### src/rtl/fetch_queue_pkg.sv
// Shared types and helpers for the instruction-fetch queue.
package fetch_queue_pkg;

    localparam int unsigned FQ_STATE_W = 2;

    typedef enum logic [FQ_STATE_W-1:0] {
        FQ_IDLE    = 2'd0,
        FQ_REQ     = 2'd1,
        FQ_DISCARD = 2'd2
    } fq_state_e;

    // A read is on the memory port in every state except IDLE.
    function automatic logic fq_reads(input fq_state_e s);
        return (s == FQ_REQ) || (s == FQ_DISCARD);
    endfunction

endpackage

### src/rtl/fetch_queue_fifo.sv
// Circular buffer with push, pop, synchronous flush and registered occupancy.
module fetch_fifo #(
    parameter int unsigned WIDTH = 32,
    parameter int unsigned DEPTH = 4
) (
    input  logic                         clk,
    input  logic                         reset_n,
    input  logic                         push,
    input  logic                         pop,
    input  logic                         flush,
    input  logic [WIDTH-1:0]             wdata,
    output logic [WIDTH-1:0]             rdata,
    output logic [$clog2(DEPTH+1)-1:0]   count,
    output logic                         valid
);

    localparam int unsigned PW = $clog2(DEPTH);
    localparam int unsigned CW = $clog2(DEPTH+1);

    logic [WIDTH-1:0] mem [DEPTH];
    logic [PW-1:0]    wr_ptr;
    logic [PW-1:0]    rd_ptr;
    logic [CW-1:0]    count_d;

    always_comb begin
        count_d = count;
        if (flush) begin
            count_d = '0;
        end else begin
            count_d = count + CW'(push) - CW'(pop);
        end
    end

    // Pointers wrap naturally because DEPTH is a power of two.
    always_ff @(posedge clk or negedge reset_n) begin
        if (!reset_n) begin
            wr_ptr <= '0;
            rd_ptr <= '0;
            count  <= '0;
            valid  <= 1'b0;
        end else begin
            if (flush) begin
                wr_ptr <= '0;
                rd_ptr <= '0;
            end else begin
                if (push) wr_ptr <= wr_ptr + PW'(1);
                if (pop)  rd_ptr <= rd_ptr + PW'(1);
            end
            count <= count_d;
            valid <= (count_d != '0);
        end
    end

    always_ff @(posedge clk) begin
        if (push && !flush) mem[wr_ptr] <= wdata;
    end

    assign rdata = mem[rd_ptr];

endmodule

### src/rtl/fetch_queue.sv
// Instruction-fetch front end: owns the fetch PC, issues single-outstanding
// reads and buffers returned words with their PC for the decode side.
module fetch_queue
    import fetch_queue_pkg::*;
#(
    parameter int unsigned          WORD_SIZE = 16,
    parameter int unsigned          DEPTH     = 4,
    parameter logic [WORD_SIZE-1:0] RESET_PC  = '0
) (
    input  logic                         clk,
    input  logic                         reset_n,
    output logic                         i_readM,
    output logic [WORD_SIZE-1:0]         i_address,
    input  logic [WORD_SIZE-1:0]         i_data,
    input  logic                         input_ready,
    input  logic                         redirect,
    input  logic [WORD_SIZE-1:0]         redirect_pc,
    output logic                         inst_valid,
    output logic [WORD_SIZE-1:0]         inst,
    output logic [WORD_SIZE-1:0]         inst_pc,
    input  logic                         inst_ready,
    output logic [$clog2(DEPTH+1)-1:0]   count,
    output logic [WORD_SIZE-1:0]         num_fetched
);

    localparam int unsigned CW = $clog2(DEPTH+1);
    localparam int unsigned EW = 2 * WORD_SIZE;

    fq_state_e            state;
    fq_state_e            state_d;
    logic [WORD_SIZE-1:0] fetch_pc;
    logic [WORD_SIZE-1:0] fetch_pc_d;
    logic [WORD_SIZE-1:0] addr_d;
    logic                 push;
    logic                 pop;
    logic [CW-1:0]        post_count;
    logic [EW-1:0]        head;

    assign pop        = inst_valid && inst_ready;
    assign post_count = count + CW'(1) - CW'(pop);

    // Next-state, fetch PC and pending address; redirect outranks push.
    always_comb begin
        state_d    = state;
        fetch_pc_d = fetch_pc;
        push       = 1'b0;
        unique case (state)
            FQ_IDLE: begin
                if (redirect) begin
                    fetch_pc_d = redirect_pc;
                    state_d    = FQ_REQ;
                end else if (count < CW'(DEPTH)) begin
                    state_d = FQ_REQ;
                end
            end
            FQ_REQ: begin
                if (redirect) begin
                    fetch_pc_d = redirect_pc;
                    state_d    = input_ready ? FQ_REQ : FQ_DISCARD;
                end else if (input_ready) begin
                    push       = 1'b1;
                    fetch_pc_d = fetch_pc + WORD_SIZE'(1);
                    state_d    = (post_count < CW'(DEPTH)) ? FQ_REQ : FQ_IDLE;
                end
            end
            FQ_DISCARD: begin
                if (redirect) fetch_pc_d = redirect_pc;
                if (input_ready) state_d = FQ_REQ;
            end
            default: state_d = FQ_IDLE;
        endcase
        // A new read always targets the (possibly just updated) fetch PC;
        // otherwise the in-flight address is held until it completes.
        addr_d = (state_d == FQ_REQ) ? fetch_pc_d : i_address;
    end

    always_ff @(posedge clk or negedge reset_n) begin
        if (!reset_n) begin
            state       <= FQ_IDLE;
            fetch_pc    <= RESET_PC;
            i_address   <= RESET_PC;
            i_readM     <= 1'b0;
            num_fetched <= '0;
        end else begin
            state     <= state_d;
            fetch_pc  <= fetch_pc_d;
            i_address <= addr_d;
            i_readM   <= fq_reads(state_d);
            if (pop) num_fetched <= num_fetched + WORD_SIZE'(1);
        end
    end

    fetch_fifo #(
        .WIDTH (EW),
        .DEPTH (DEPTH)
    ) u_fifo (
        .clk     (clk),
        .reset_n (reset_n),
        .push    (push),
        .pop     (pop),
        .flush   (redirect),
        .wdata   ({fetch_pc, i_data}),
        .rdata   (head),
        .count   (count),
        .valid   (inst_valid)
    );

    assign inst_pc = head[EW-1 -: WORD_SIZE];
    assign inst    = head[WORD_SIZE-1:0];

endmodule
### config.mk
export PLATFORM = sky130hd
export DESIGN_NAME = fetch_queue
export DESIGN_NICKNAME = d
export VERILOG_FILES = /design/src/rtl/fetch_queue_pkg.sv /design/src/rtl/fetch_queue_fifo.sv /design/src/rtl/fetch_queue.sv
export SDC_FILE = /design/constraint.sdc
export NUM_CORES = 1
export LEC_CHECK = 0
export ABC_CLOCK_PERIOD_IN_PS = 5550
export CORE_UTILIZATION = 45
export CTS_CLUSTER_SIZE = 28
export DETAILED_ROUTE_END_ITERATION = 12
export PLACE_DENSITY = 0.68
export SLEW_MARGIN = 5
export SYNTH_ARGS = -nofsm -noshare
export SYNTH_HDL_FRONTEND = slang
export SYNTH_SLANG_ARGS = --single-unit
export TNS_END_PERCENT = 30
### constraint.sdc
create_clock -name clk -period 5.55 [get_ports clk]
set_input_delay 1.11 -clock clk [delete_from_list [all_inputs] [get_ports clk]]
set_output_delay 1.11 -clock clk [all_outputs]
set_load 0.05 [all_outputs]
# After elaboration in Yosys (flattened, before gate mapping)
# Memories as Yosys holds them, arrays and structs flattened.
# Index checks and enable logic that the tools add are counted.
[totals] register_bits=59 ram_bits=128 inputBits=37 mem_count=1 elab_cells=55 out_inout_bits=69
[memory_table] name="u_fifo.mem" depth=4 word_bits=32 rd=1 rd_clocked_by_memory_dff=0 write_ports=1 line_no="fetch_queue_fifo.sv:20" rtl="logic [WIDTH-1:0] mem [DEPTH];"
[op_classes] n_lt_le_gt_ge=2 eq_ne=4 n_reduce_logical=9 addsub=8 n_mux=22
[ops] cell="16-bit 2-to-1 mux" count=3
[ops] cell="16-bit by 1-bit adder with 16-bit output (second input constant)" count=2
[ops] cell="16-bit case mux with 2 select lines" count=1
[ops] cell="2-bit 2-to-1 mux" count=10
[ops] cell="3-bit less-than comparator (second input constant)" count=2
[ops] cell="1-bit 2-to-1 mux" count=6
[ops] cell="2-bit case mux with 3 select lines" count=1
[ops] cell="3-bit by 1-bit subtractor with 3-bit output" count=2
[ops] cell="2-bit by 1-bit adder with 2-bit output (second input constant)" count=2
[ops] cell="2-bit by 1-bit == test with 1-bit output (second input constant)" count=2
[ops] cell="2-bit == test (second input constant)" count=2
[ops] cell="2-bit nonzero test" count=2
[ops] cell="3-bit by 1-bit adder with 3-bit output" count=1
[ops] cell="3-bit by 1-bit adder with 3-bit output (second input constant)" count=1
[ops] cell="3-bit 2-to-1 mux" count=1
[ops] cell="3-bit nonzero test" count=1
[ops] cell="1-bit logical AND" count=2
[ops] cell="2-bit logical NOT" count=1
[ops] cell="2-bit OR reduction" count=1
[ops] cell="1-bit logical NOT" count=1
[ops] cell="1-bit logical OR" count=1

# Logic depth before layout (Yosys ltp)
# Gate-level depths: netlist (run 1).
[depth] ltp_word=9 mapped_depth=13 ltp_nobuf=11

# Modules after synthesis
# From an unflattened synthesis (run 1), not the netlist that was laid out.
[hier_totals] cells_unflattened=482 area_unflattened_um2=7842.5
[modules_own_cells] module="fetch_fifo" cells_per_inst=209 seq_area_each_um2=4043.9 instances=1 area_per_inst_um2=5128.7
[modules_own_cells] module="fetch_queue" cells_per_inst=273 seq_area_each_um2=1276.2 instances=1 area_per_inst_um2=2713.9

# Worst setup path before layout (run 1)
# OpenSTA, ideal clock, no wires.
[synth_timing] kind="in2reg" startpoint="input port inst_ready" endpoint="register i_address[11]" arrival_ns=3.166 slack_ns=2.259 path_buffers=2 t_required_ns=5.425 path_stages=11 setup_ns=0.125 cell_sequence="nand2_1 > ha_1 > nand2_1 > xnor2_1 > a32oi_1 > o22ai_1 > nor2_1 > ha_1 > clkbuf_1 > clkbuf_1 > mux2_2"
[synth_via] elab_chain_cells=8
[synth_lines] element="from (decl)" line_no="fetch_queue.sv:21" rtl="input logic inst_ready,"
[synth_lines] element="1-bit logical AND" line_no="fetch_queue.sv:39" rtl="assign pop = inst_valid && inst_ready;"
[synth_lines] element="3-bit by 1-bit subtractor with 3-bit output" line_no="fetch_queue.sv:40" rtl="assign post_count = count + CW'(1) - CW'(pop);"
[synth_lines] element="3-bit less-than comparator" line_no="fetch_queue.sv:63" rtl="state_d = (post_count < CW'(DEPTH)) ? FQ_REQ : FQ_IDLE;"
[synth_lines] element="1-bit 2-to-1 mux" line_no="fetch_queue.sv:63"
[synth_lines] element="2-bit 2-to-1 mux" line_no="fetch_queue.sv:60" rtl="end else if (input_ready) begin"
[synth_lines] element="2-bit 2-to-1 mux" line_no="fetch_queue.sv:57" rtl="if (redirect) begin"
[synth_lines] element="2-bit case mux with 3 select lines" line_no="fetch_queue.sv:47" rtl="unique case (state)"
[synth_lines] element="via state_d[0]" line_no="fetch_queue.sv:30" rtl="fq_state_e state_d;"
[synth_lines] element="2-bit by 1-bit == test with 1-bit output" line_no="fetch_queue.sv:74" rtl="addr_d = (state_d == FQ_REQ) ? fetch_pc_d : i_address;"
[synth_lines] element="to (signal assigned)" line_no="fetch_queue.sv:87" rtl="i_address <= addr_d;"
[synth_lines] element="to (decl)" line_no="fetch_queue.sv:13" rtl="output logic [WORD_SIZE-1:0] i_address,"
# The timed path passes the listed nets, and every way through them passes these cells.
# A chain may end at the register's enable or synchronous reset.

# Worst setup path in the final report (run 1)
[layout_timing] startpoint="register u_fifo.rd_ptr[0]" endpoint="output port inst_pc[9]"
[layout_via] elab_chain_cells=1
[layout_lines] element="from (decl)" line_no="fetch_queue_fifo.sv:22" rtl="logic [PW-1:0] rd_ptr;"
[layout_lines] element="from (signal assigned)" line_no="fetch_queue_fifo.sv:47" rtl="if (pop) rd_ptr <= rd_ptr + PW'(1);"
[layout_lines] element="memory 4 x 32 bit"
[layout_lines] element="to (decl)" line_no="fetch_queue.sv:20" rtl="output logic [WORD_SIZE-1:0] inst_pc,"
# Every way passes these cells.

==> results of run 1 <==
-- layer usage --
metal  up-vias  routed length (µm)  part of all wire, %  global-route usage, %
li1       2016                   -                    -                      -
met1      2237                7080                   45                   26.8
met2       177                7340                   47                   28.8
met3        21                 987                  6.3                   4.18
met4         0                 263                  1.7                   7.54
met5         -                   0                    0                      0
-- area by class of cell --
class,instances,area [µm²]
multi-input cells,241,2240
fillers,1291,7110
flip-flops and latches,187,5320
clock buffers,19,433
clock inverters,13,126
well taps,220,275
repair buffers,110,1080
inverters,14,52.6
-- final timing paths --
check | endpoint | slack (ns) | cells past startpoint
setup reg to reg | u_fifo.valid | 2.42 | 9
setup / recovery | inst_pc[9] | 1.46 | 3
max in group asynchronous | u_fifo.rd_ptr[0] | 4.16 | 2
min in group asynchronous | num_fetched[13] | 0.85 | 2
hold reg to reg | num_fetched[15] | 0.48 | 1
hold / removal | num_fetched[15] | 0.48 | 1
-- cells by family (layout without fill, tap and decap cells) --
| group | Yosys count | count (layout) |
|---|---|---|
| multiplexers | 47 | 47 |
| flip-flops | 187 | 187 |
| buffers and inverters | 37 | 156 |
| AO/OA/AOI/OAI | 55 | 55 |
| AND/OR/NAND/NOR | 104 | 104 |
| XOR/XNOR | 24 | 24 |
| adder cells (fa/ha/maj) | 11 | 11 |
-- stage by stage --
step | hold WS (ns) | setup WS, ns | instances | util, % | power [W]
2_1_floorplan | 0.477 | 2.26 | 465 | - | 0.00300
3_3_place_gp | 0.460 | 1.77 | 772 | 53.9 | 0.00349
3_5_place_dp | 0.469 | 1.75 | 772 | 53.9 | 0.00352
4_1_cts | 0.480 | 1.35 | 804 | 57.3 | 0.00468
5_1_grt | 0.511 | 1.26 | 804 | 57.3 | 0.00483
6_report | 0.477 | 1.46 | 804 | 57.3 | 0.00464
-- critical path, delay by kind of cell, from the launching register on --
family                 cells  cell delay (ns)
flip-flops                 1             0.89
buffers and inverters      2             1.10
multiplexers               1             0.55
-- cell usage in the layout, fill, tap and decap left out, drive strengths merged, types with 11 or more instances in the layout --
cell           synthesis  routed
clkbuf                 8      19
xnor2                 18      18
clkdlybuf4s50          0     104
mux2                  15      15
mux4                  32      32
edfxtp               128     128
nand2                 25      25
a21oi                 11      11
dfrtp                 59      59
inv                   12      13
nor2                  23      23
o21ai                 11      11
-- power by group through the flow --
stage,Clock [W],Combinational [W],Sequential (W)
after detailed placement,0,0.00156,0.00196
after global placement,0,0.00155,0.00195
final,0.00115,0.00155,0.00193
after floorplan,0,0.000816,0.00218
after global routing,0.00123,0.00164,0.00197
after CTS,0.00117,0.00157,0.00193
-- registers in the layout (all words and copies together) (netlist names) --
signal         count
u_fifo.valid       1
i_readM            1
state              2
u_fifo.wr_ptr      2
u_fifo.rd_ptr      2
i_address         16
u_fifo.mem       128
u_fifo.count       3
num_fetched       16
fetch_pc          16
==> results.sh, run 1 <==
export IMPL_outcome="completed"
export IMPL_route_antenna_remaining_nets=0
export IMPL_hold_buffers=0
export IMPL_design_final_nets=619
export IMPL_dpl_hpwl_um=9840
export IMPL_gp_congestion=0.874
export IMPL_core_region_area_mm2=0.0166
export IMPL_clk_insertion_delay_late_ns=0.42
export IMPL_placed_cell_area_mm2=0.00898
export IMPL_path_clk_slew_ns=0.06
export IMPL_postSynthAreaPerCell_um2=16.6
export IMPL_post_synth_and_or_nand_nor_area_fraction_pct=7.42
export IMPL_synth_commonest_cells="edfxtp_1 (128), dfrtp_1 (59), mux4_2 (32), nand2_1 (25), nor2_1 (23)"
export IMPL_post_synth_main_area_contributors="edfxtp_1 (50%), dfrtp_1 (19%), mux4_2 (9.3%)"
export IMPL_hold_viol_final=0
export IMPL_cts_resized=0
export IMPL_slew_viol_final=0
export IMPL_synth_area_mm2=0.00772
export IMPL_synth_adder_area_share_pct=1.88
export IMPL_clock_path_buffers=2
export IMPL_cp_required_ns=4.44
export IMPL_rsz0062_at_grt="false"
export IMPL_max_slew_worst_pin_slew_ns=0.899
export IMPL_die_area_mm2=0.0177
export IMPL_swShare_pct=36.1
export IMPL_tritoncts_num_sinks=187
export IMPL_criticalPathCategory="reg2out"
export IMPL_grt_pass1_vias=4613
export IMPL_max_clock_freq_mhz=244
export IMPL_routed_wire_length_per_instance_um=19.5
export IMPL_crit_start="u_fifo.rd_ptr[0]"
export IMPL_grt_start_max_net_pins=60
export IMPL_synth_async_sr_flop_share_pct=31.6
export IMPL_drive_gt1_share_pct=17.1
export IMPL_drv_cap=0
export IMPL_grt_total_usage_pct=19.0
export IMPL_worst_path_max_fanout=23
export IMPL_final_setup_viol_count=0
export IMPL_grt_antenna_before_repair=0
export IMPL_drt_pass1_iterations=5
export IMPL_min_from="num_fetched[15]"
export IMPL_critPathSlowestCell="dfrtp_2"
export IMPL_synth_top_flop_cell="edfxtp_1"
export IMPL_crit_path_start_kind="flip-flop"
export IMPL_period_minus_slack_ns=4.09
export IMPL_net_load_switching_power_w=0.00167
export IMPL_io_pin_count=106
export IMPL_horiz_die_dim_um=133
export IMPL_leakagePower_nw=3.33
export IMPL_yosysTopAreaCellShare_pct=49.8
export IMPL_powerDensity_mw_per_mm2=486
export IMPL_numPortBuffers=105
export IMPL_route_vias_total=4451
export IMPL_regToRegStartpoint="state[0]"
export IMPL_synth_largest_area_cell="edfxtp_1"
export IMPL_timing_critical_path_slowest_cell_delay_ns=0.89
export IMPL_die_height_um=133
export IMPL_grt_overflow_total=0
export IMPL_cts_htree_levels=4
export IMPL_timing_clock_skew_ns=0.00707
export IMPL_number_of_drc_markers_in_iteration_0=327
export IMPL_count_of_warnings_emitted_by_yosys=0
export IMPL_cts_buffers=17
export IMPL_path_type_of_the_worst_min_delay_path="reg2reg"
export IMPL_part_of_the_power_in_the_clock_network_pct=24.8
export IMPL_largest_family_of_logic_cells_by_synthesized_area="multiplexers"
export IMPL_power_frac_comb_pct=33.5
export IMPL_setup_crit_end_kind="output pin"
export IMPL_yosys_area_share_xor_xnor_pct=2.72
export IMPL_power_sequential_fraction_pct=41.7
export IMPL_irDropWorstVdd_mv=0.341
export IMPL_yosysUniqueCellTypes=56
export IMPL_start_util_pct=46.4
export IMPL_cell_internal_pwr_w=0.00296
export IMPL_finish_instance_area_mm2=0.00954
export IMPL_clock_tree_from_tritoncts="done"
export IMPL_synth_compound_area_share_pct=5.33
export IMPL_route_detailed_drc=0
export IMPL_worst_ep_arrival_time_ns=2.98
export IMPL_timing_max_slew_rel_slack_pct=40.0
export IMPL_ff_latch_count_synth=187
export IMPL_cts_setup_buffers=0
export IMPL_syn_nets=513
export IMPL_postSynthCellCount=465
export IMPL_grt_first_pass_wirelength_um=25300
export IMPL_number_of_flops_mapped_to_enable_cells_by_yosys=128
export IMPL_finalSetupTns_ns=0
export IMPL_yosysMostFrequentCell="edfxtp_1"
export IMPL_antenna_diode_count=0
export IMPL_avgViaCountPerCell=5.54
export IMPL_area_delta_synth_final_pct=23.6
export IMPL_synth_seq_area_share_pct=68.9
export IMPL_cts_root_buffer_type="clkbuf_16"
export IMPL_core_rows=47
export IMPL_finalCritPeriodShare_pct=73.8
export IMPL_wl_um=15700
export IMPL_yosys_mux_area_fraction_pct=11.7
export IMPL_critical_path_cell_chain="buf_4 > mux4_2 > clkdlybuf4s50_1"
Note: power is estimated with default switching activity, not from simulation.
==> inputs of run 2 (changes only) <==
- ABC_CLOCK_PERIOD_IN_PS: 5550 -> 3400
- PLACE_DENSITY: 0.68 -> 0.7
- clock period: 5.55 -> 3.4 ns (I/O delays scaled with it)
==> run 2 against run 1 <==
Setup slack worse by 0.83 ns; first-iteration DRC count unchanged; via count up 1.4%; critical path type unchanged; critical path depth unchanged; flip-flop and latch count unchanged; combinational power up 68%; global-route usage up 0.30 points; power up 65%; sequential share of layout area down 0.37 points; non-clock buffer count up 10.
==> results.sh, run 2 (synthesized netlist as in run 1, its figures left out) <==
export IMPL_outcome="completed"
export IMPL_finish_instance_area_mm2=0.00960
export IMPL_route_antenna_remaining_nets=0
export IMPL_clk_insertion_delay_late_ns=0.43
export IMPL_timing_clock_skew_ns=0.0104
export IMPL_placed_cell_area_mm2=0.00902
export IMPL_place_inst=782
export IMPL_grt_overflow_total=0
export IMPL_finalCritPeriodShare_pct=81.6
export IMPL_max_clock_freq_mhz=360
export IMPL_clock_path_buffers=2
export IMPL_swShare_pct=37.2
export IMPL_period_minus_slack_ns=2.78
export IMPL_crit_path_start_kind="flip-flop"
export IMPL_mostFrequentLayoutCells="edfxtp_1 (128), clkdlybuf4s50_1 (72), dfrtp_1 (58)"
export IMPL_cts_buffers=17
export IMPL_gp_congestion=0.839
export IMPL_drv_cap=0
export IMPL_numPortBuffers=105
export IMPL_leakagePower_nw=3.43
export IMPL_worst_ep_arrival_time_ns=2.10
export IMPL_route_vias_total=4513
export IMPL_net_load_switching_power_w=0.00284
export IMPL_slew_viol_final=0
export IMPL_avgViaCountPerCell=5.54
export IMPL_antenna_diode_count=0
export IMPL_drive_gt1_share_pct=24.6
export IMPL_die_height_um=133
export IMPL_most_common_cell_after_layout_fill_and_taps_aside="edfxtp_1"
export IMPL_critical_path_cell_chain="buf_12 > mux4_2 > buf_4"
export IMPL_final_setup_viol_count=0
export IMPL_number_of_drc_markers_in_iteration_0=327
export IMPL_timing_critical_path_slowest_cell_delay_ns=0.63
export IMPL_finalSetupTns_ns=0
export IMPL_area_delta_synth_final_pct=24.4
export IMPL_largest_reg_flops=128
export IMPL_cts_htree_levels=4
export IMPL_wl_um=15900
export IMPL_die_area_mm2=0.0177
export IMPL_setup_crit_end_kind="output pin"
export IMPL_cts_root_buffer_type="clkbuf_16"
export IMPL_cp_required_ns=2.72
export IMPL_largest_register="u_fifo.mem"
export IMPL_grt_pass1_vias=4711
export IMPL_regToRegSetupSlack_ns=0.91
export IMPL_power_frac_comb_pct=34.0
export IMPL_grt_antenna_before_repair=0
export IMPL_hold_viol_final=0
export IMPL_fin_total_pwr_w=0.00763
export IMPL_path_type_of_the_worst_min_delay_path="in2async"
export IMPL_grt_start_max_net_pins=33
export IMPL_grt_first_pass_wirelength_um=25500
export IMPL_path_clk_slew_ns=0.07
export IMPL_power_sequential_fraction_pct=40.8
export IMPL_cell_internal_pwr_w=0.00480
export IMPL_horiz_die_dim_um=133
export IMPL_final_instance_count_excl_fillers=814
export IMPL_core_rows=47
export IMPL_io_pin_count=106
export IMPL_part_of_the_power_in_the_clock_network_pct=25.2
export IMPL_drt_pass1_iterations=5
export IMPL_critical_path_top_delay_family="flip-flops"
export IMPL_grt_total_usage_pct=19.3
export IMPL_min_hold_slack_ns=0.252
export IMPL_worst_path_max_fanout=23
export IMPL_start_util_pct=46.4
export IMPL_clock_tree_from_tritoncts="done"
export IMPL_design_final_nets=629
export IMPL_critPathSlowestCell="dfrtp_2"
export IMPL_irDropWorstVdd_mv=0.524
export IMPL_routed_wire_length_per_instance_um=19.5
export IMPL_dpl_hpwl_um=10400
export IMPL_criticalPathCategory="reg2out"
export IMPL_powerDensity_mw_per_mm2=795
export IMPL_rsz0062_at_grt="false"
export IMPL_cts_resized=0
export IMPL_max_slew_worst_pin_slew_ns=0.631
export IMPL_critical_path_n_buffers_inverters=2
export IMPL_core_region_area_mm2=0.0166
export IMPL_hold_buffers=0
export IMPL_timing_max_slew_rel_slack_pct=57.9
export IMPL_route_detailed_drc=0
export IMPL_cts_setup_buffers=0
export IMPL_tritoncts_num_sinks=187
run 2: path summary, 6_finish.rpt:
check / start / to / cells after the start
setup reg to reg: state[1] / u_fifo.valid / 10
min in group clk: num_fetched[15] / num_fetched[15] / 1
max in group asynchronous: reset_n / fetch_pc[5] / 2
hold reg to reg: num_fetched[15] / num_fetched[15] / 1
setup / recovery: u_fifo.rd_ptr[0] / inst_pc[2] / 3
hold / removal: reset_n / num_fetched[11] / 1
run 2: cell type report:
| class | instances | area [µm²] |
|---|---|---|
| fill | 1294 | 7040 |
| clock inverter | 15 | 154 |
| timing repair buffer | 120 | 1130 |
| inverter | 14 | 52.6 |
| multi-input combinational | 241 | 2240 |
| sequential | 187 | 5320 |
| tap | 220 | 275 |
| clock buffer | 17 | 425 |
run 2: power groups by stage:
stage	combinational, W	clock (W)	sequential [W]
after global placement	0.00256	0	0.00315
final	0.00260	0.00192	0.00312
after detailed placement	0.00260	0	0.00316
after floorplan	0.00133	0	0.00356
after CTS	0.00262	0.00196	0.00312
after global routing	0.00274	0.00205	0.00317
run 2: metrics by stage:
stage / worst slack, ns / utilization (%)
after floorplan: 0.539 / -
after global placement: 0.316 / 54.2
after detailed placement: 0.265 / 54.2
after CTS: 0.534 / 57.7
after global routing: 0.487 / 57.7
final: 0.625 / 57.7
run 2: layer usage:
| layer | GRT usage (%) | vias up | wire length, µm |
|---|---|---|---|
| met5 | 0 | - | 0 |
| met4 | 6.96 | 0 | 266 |
| met3 | 4.64 | 19 | 797 |
| met2 | 30.8 | 149 | 7680 |
| met1 | 25.9 | 2308 | 7170 |
| li1 | - | 2037 | - |
==> patch 1: new RTL, flow settings as in run 2 <==
`DEPTH` is set to 4 in 2 places; all go to 2.
--- a/src/rtl/fetch_queue_fifo.sv
+++ b/src/rtl/fetch_queue_fifo.sv
@@ -2,5 +2,5 @@
 module fetch_fifo #(
     parameter int unsigned WIDTH = 32,
-    parameter int unsigned DEPTH = 4
+    parameter int unsigned DEPTH = 2
 ) (
     input  logic                         clk,
--- a/src/rtl/fetch_queue.sv
+++ b/src/rtl/fetch_queue.sv
@@ -5,5 +5,5 @@
 #(
     parameter int unsigned          WORD_SIZE = 16,
-    parameter int unsigned          DEPTH     = 4,
+    parameter int unsigned          DEPTH     = 2,
     parameter logic [WORD_SIZE-1:0] RESET_PC  = '0
 ) (
Ports: changed (resized count); port bits go from 106 to 105. The function was not compared with the original's and may differ.
==> patch 1 against run 2 <==
- routed wire length fell by 29%
- synthesized area down 32%
- via count decreased by 23%
- count of clock-buffer cells in the layout increased by 4
- final area down 27%
- sequential cell count down 67
- worst setup slack got worse by 5.9 ps
- power shrank 22%
- largest power group unchanged
==> patch 1: results (changes against run 2) <==
Outcome
  – Outcome: finished clean

Global routing
  – Met3 usage: 0.0539 (+0.00758)
  – GRT Overall Usage: 0.201 (+0.00764)
  – Largest net degree at the start of global routing: 39 (+18%)
  – Met2 usage: 0.314 (+0.00626)
  – Met1 usage: 0.258 (-0.000844)
  – Vias in the first global route: 3534 (-25%)

Placed design
  – GP Congestion: 0.824 (-1.8%)
  – Final HPWL DP: 7560 um (-27%)
  – Placed cell count: 621 (-21%)
  – PortBufs: 104 (-0.95%)
  – Dpl cell area: 6430 sq um (-29%)

Cells and area
  – Multi-input logic area: 1810 sq um (-20%)
  – Fillers: 909 (-30%)
  – Fin nets: 540 (-14%)
  – ClkCell Share: 0.0755 (+0.0152)
  – Plain + repair buffers: 115 (-4.2%)
  – FF/Latch Area: 3320 sq um (-38%)
  – Multi-input gates: 230 (-4.6%)
  – Clk_buf instances: 21 (+4)
  – Non-clk buf share: 0.155 (+0.0374)
  – Inverters excl. clock: 13 (-1)
  – Core Util, Final: 0.612 (+0.0353)

Route
  – Routed len/inst: 17.3 um (-12%)
  – Vias/cell: 5.31 (-4.3%)
  – WL final: 11300 um (-29%)
  – Iteration-0 DRC Markers: 177 (-46%)

STA
  – Max Clock Skew: 10.7 ps (+0.303 ps)

Synthesis
  – XOR/XNOR Fraction of Synth Area: 0.0435 (+0.0163)
  – Net Count, Synth: 422 (-18%)
  – Mux share of post-synthesis cell area: 0.113 (-0.00358)
  – Syn Area/Cell: 13.8 sq um (-17%)
  – Unique cell type count in the Yosys netlist: 46 (-18%)
  – Top post-synthesis cells by count: edfxtp_1 (64), dfrtp_1 (56), mux2_2 (49), nand2_1 (19), xnor2_1 (18)
  – Adder-Cell Fraction of Synth Area: 0.0144 (-0.00445)
  – Top cells by area, synth: edfxtp_1 (37%), dfrtp_1 (27%), mux2_2 (11%)
  – Synth Area in Compound Gates: 0.0572 (+0.00383)
  – Sequential share of the synthesized area: 0.635 (-0.0540)

Pwr
  – Leakage: 2.67 nW (-22%)
  – Seq pwr share: 0.368 (-0.040)
  – Peak supply drop: 0.000557 V (+6.3%)

Die
  – Die ar.: 12100 sq um (-32%)

Setup path
  – Critical path fanouts, max: 21 (-8.7%)

Clocking
  – Clk sinks: 120 (-36%)
==> patch 1: cell types whose count changed in the layout (fill, tap and decap cells not counted), sizes merged, moves of 7 or more <==
| cell | before | now |
|---|---|---|
| buf | 48 | 28 |
| clkdlybuf4s50 | 72 | 87 |
| edfxtp | 128 | 64 |
| inv | 20 | 12 |
| mux2 | 15 | 49 |
| mux4 | 32 | 0 |
| nor2 | 23 | 13 |
| or3 | 7 | 0 |
==> patch 1: through the flow <==
stage | hold WS (ps) | setup WS, ps | power, mW
2_1_floorplan | 384 | 11.9 | 3.66
3_3_place_gp | 460 | 449 | 4.36
3_5_place_dp | 469 | 374 | 4.41
4_1_cts | 208 | 586 | 6.01
5_1_grt | 229 | 520 | 6.25
6_report | 212 | 619 | 5.98
==> patch 1: worst paths after layout <==
kind                       cells past startpoint                   startpoint                     endpoint
max                                            3    u_fifo.rd_ptr$_DFFE_PN0P_                      inst[4]
min reg2reg                                    1  num_fetched[15]$_DFFE_PN0P_  num_fetched[15]$_DFFE_PN0P_
min                                            1                      reset_n  num_fetched[15]$_DFFE_PN0P_
min in group clk                               1  num_fetched[15]$_DFFE_PN0P_  num_fetched[15]$_DFFE_PN0P_
max reg2reg                                    8           state[0]$_DFF_PN0_     i_address[4]$_DFFE_PN0N_
max in group asynchronous                      2                      reset_n     i_address[4]$_DFFE_PN0N_
==> patch 1: layer usage <==
| layer | routed length (um) | up-vias |
|---|---|---|
| met5 | 0 | - |
| met4 | 242 | 0 |
| met3 | 544 | 17 |
| met2 | 5450 | 100 |
| met1 | 5060 | 1706 |
| li1 | - | 1643 |
==> patch 1: critical path, cell delays in order (launching register included) <==
cell and delay, ps:
dfrtp_1 320, buf_4 280, mux2_2 380, clkdlybuf4s50_1 700
==> patch 2: new RTL, settings of run 2 <==
Made on the original files. Re-encode `fq_state_e` (3 states) as one-hot, 3 bits wide.
--- a/src/rtl/fetch_queue_pkg.sv
+++ b/src/rtl/fetch_queue_pkg.sv
@@ -4,8 +4,8 @@
     localparam int unsigned FQ_STATE_W = 2;
 
-    typedef enum logic [FQ_STATE_W-1:0] {
-        FQ_IDLE    = 2'd0,
-        FQ_REQ     = 2'd1,
-        FQ_DISCARD = 2'd2
+    typedef enum logic [2:0] {
+        FQ_IDLE    = 3'b001,
+        FQ_REQ     = 3'b010,
+        FQ_DISCARD = 3'b100
     } fq_state_e;
 
Formal check against the unedited RTL: no difference found for any inputs over 4 cycles, from zero or initial values and one cycle with reset_n low; so few cycles prove little.
==> patch 2 against run 2 <==
- synthesized area rose by 0.89%
- routed wire length fell by 2.5%
- highest routed layer unchanged
- worst setup slack got worse by 39 ps
- fmax fell by 1.4%
- combinational power rose by 10%
- sequential cell count rose by 1
- final area rose by 0.63%
- power rose by 6.0%
- largest cell class unchanged
- count of clock-buffer cells in the layout rose by 6
==> patch 2: results (changes against run 2) <==
Setup path
  – Worst reg2reg path startpoint: state[2]$_DFF_PN0_
  – Max incr delay on CP: 640 ps
  – Slowest CP cell: dfrtp_2
  – Critical path fanouts, max: 22 (-4.3%)
  – Critical path origin: u_fifo.rd_ptr[0]$_DFFE_PN0P_
  – Top delay family on crit path: flip-flops

Clocking
  – Resized Gates After CTS: 0 (unchanged)
  – Later-pin clock latency in the skew report: 430 ps (about the same)
  – # H-tree levels: 4 (unchanged)
  – CTS Root Cell: clkbuf_16
  – Clock Path Buffers: 2 (unchanged)
  – Post-CTS Setup Bufs: 0 (unchanged)
  – Clock-pin slew on the worst setup and hold paths: 70 ps (about the same)
  – CTS Buf Count: 17 (unchanged)

Cells and area
  – Most flop-heavy register: u_fifo.mem
  – Layout cells sized above 1: 0.247 (+0.000807)
  – Fin nets: 622 (-1.1%)
  – Max FFs per register: 128 (unchanged)
  – Ant diodes: 0 (unchanged)

Placed design
  – Final HPWL DP: 10300 um (-0.77%)
  – GP Congestion: 0.817 (-2.5%)
  – PortBufs: 105 (unchanged)
  – Pre-CTS setup slack: 461 ps (+195 ps)

STA
  – Max transition margin: 0.459 (-0.120)
  – Max Clock Skew: 11.3 ps (+0.857 ps)

Synthesis
  – Mux share of post-synthesis cell area: 0.131 (+0.0141)
  – FFs w/ async S/R, synth: 0.319 (+0.00364)
  – Adder-Cell Fraction of Synth Area: 0.0170 (-0.00177)
  – Net Count, Synth: 505 (-1.6%)
  – Yosys top cell area share: 0.494 (-0.00440)
  – XOR/XNOR Fraction of Synth Area: 0.0281 (+0.000884)
  – Top cells by area, synth: edfxtp_1 (49%), dfrtp_1 (19%), mux4_2 (9.3%)
  – Synth Area in Compound Gates: 0.0416 (-0.0117)
  – Top post-synthesis cells by count: edfxtp_1 (128), dfrtp_1 (59), mux4_2 (32), nand2_1 (23), nor2_1 (22)
  – Number of enable flip-flop cells after synthesis: 128 (unchanged)
  – Unique cell type count in the Yosys netlist: 59 (+5.4%)
  – Sequential share of the synthesized area: 0.687 (-0.00272)
  – Most used DFF post-synth: edfxtp_1
  – Yosys warning count: 0 (unchanged)

Global routing
  – Antenna violations before repair: 0 (unchanged)
  – Vias in the first global route: 4574 (-2.9%)
  – Largest net degree at the start of global routing: 61 (+85%)
  – Global-route wire length before repair: 24800 um (-2.8%)
  – GRT Overall Usage: 0.188 (-0.00559)

Route
  – Router iterations before antenna repair: 5 (unchanged)
  – Via count: 4449 (-1.4%)
  – Routed len/inst: 19.2 um (-1.8%)
  – Iteration-0 DRC Markers: 334 (+2.1%)

Hold path
  – Hold Path Class: in2async

Outcome
  – Outcome: finished clean

Pwr
  – Peak supply drop: 0.000539 V (+3.0%)
  – Leakage: 3.51 nW (+2.2%)
-- patch 2: worst paths after layout --
kind                                           endpoint  cells past startpoint  slack [ps]
setup / recovery                             inst_pc[7]                      3         590
hold / removal               num_fetched[7]$_DFFE_PN0P_                      2         390
setup reg to reg                 u_fifo.valid$_DFF_PN0_                      8        1060
hold reg to reg             num_fetched[15]$_DFFE_PN0P_                      1         460
max in group asynchronous  u_fifo.rd_ptr[0]$_DFFE_PN0P_                      2        2470
min in group clk            num_fetched[15]$_DFFE_PN0P_                      1         460
-- patch 2: layer usage --
metal | up-vias | share of wire | GRT usage | wire length (um)
met5 | - | 0 | 0 | 0
met4 | 0 | 0.015 | 0.0543 | 225
met3 | 27 | 0.053 | 0.0540 | 828
met2 | 171 | 0.49 | 0.306 | 7670
met1 | 2250 | 0.44 | 0.245 | 6780
li1 | 2001 | - | - | -
-- patch 2: power breakdown --
part | internal (mW) | switching, mW | leakage [nW] | total [mW]
Clock | 1.08 | 0.832 | 0.286 | 1.91
Sequential | 2.87 | 0.450 | 1.88 | 3.32
Combinational | 1.17 | 1.69 | 1.35 | 2.86
Total | 5.12 | 2.97 | 3.51 | 8.09
-- patch 2: cell families after synthesis --
group           count (synthesis)
fa+ha+maj                      10
mux                            56
simple gates                  102
xor+xnor                       25
compound gates                 43
buf+inv                        34
flops                         188
-- patch 2: per-stage QoR --
step	cells	area (sq um)
floorplan	458	7790
global placement	776	9070
detailed placement	776	9070
CTS	808	9660
global route	808	9660
finish	808	9660
-- patch 2: final cells by class --
cell class | count | area (sq um)
clock buffers | 23 | 512
clock inverters | 9 | 73.8
fillers | 1242 | 7100
inverters | 14 | 52.6
multi-input cells | 236 | 2270
flip-flops and latches | 188 | 5350
well taps | 220 | 275
repair buffers | 118 | 1130
-- patch 2: worst reg2reg max path: stages (launching register included) --
cell and delay [ps]:
dfrtp_1 500, nand4bb_1 270, nor2_1 310, ha_1 210, inv_1 50, fa_1 370, xnor2_1 160, nor2_1 60
or3_1 300
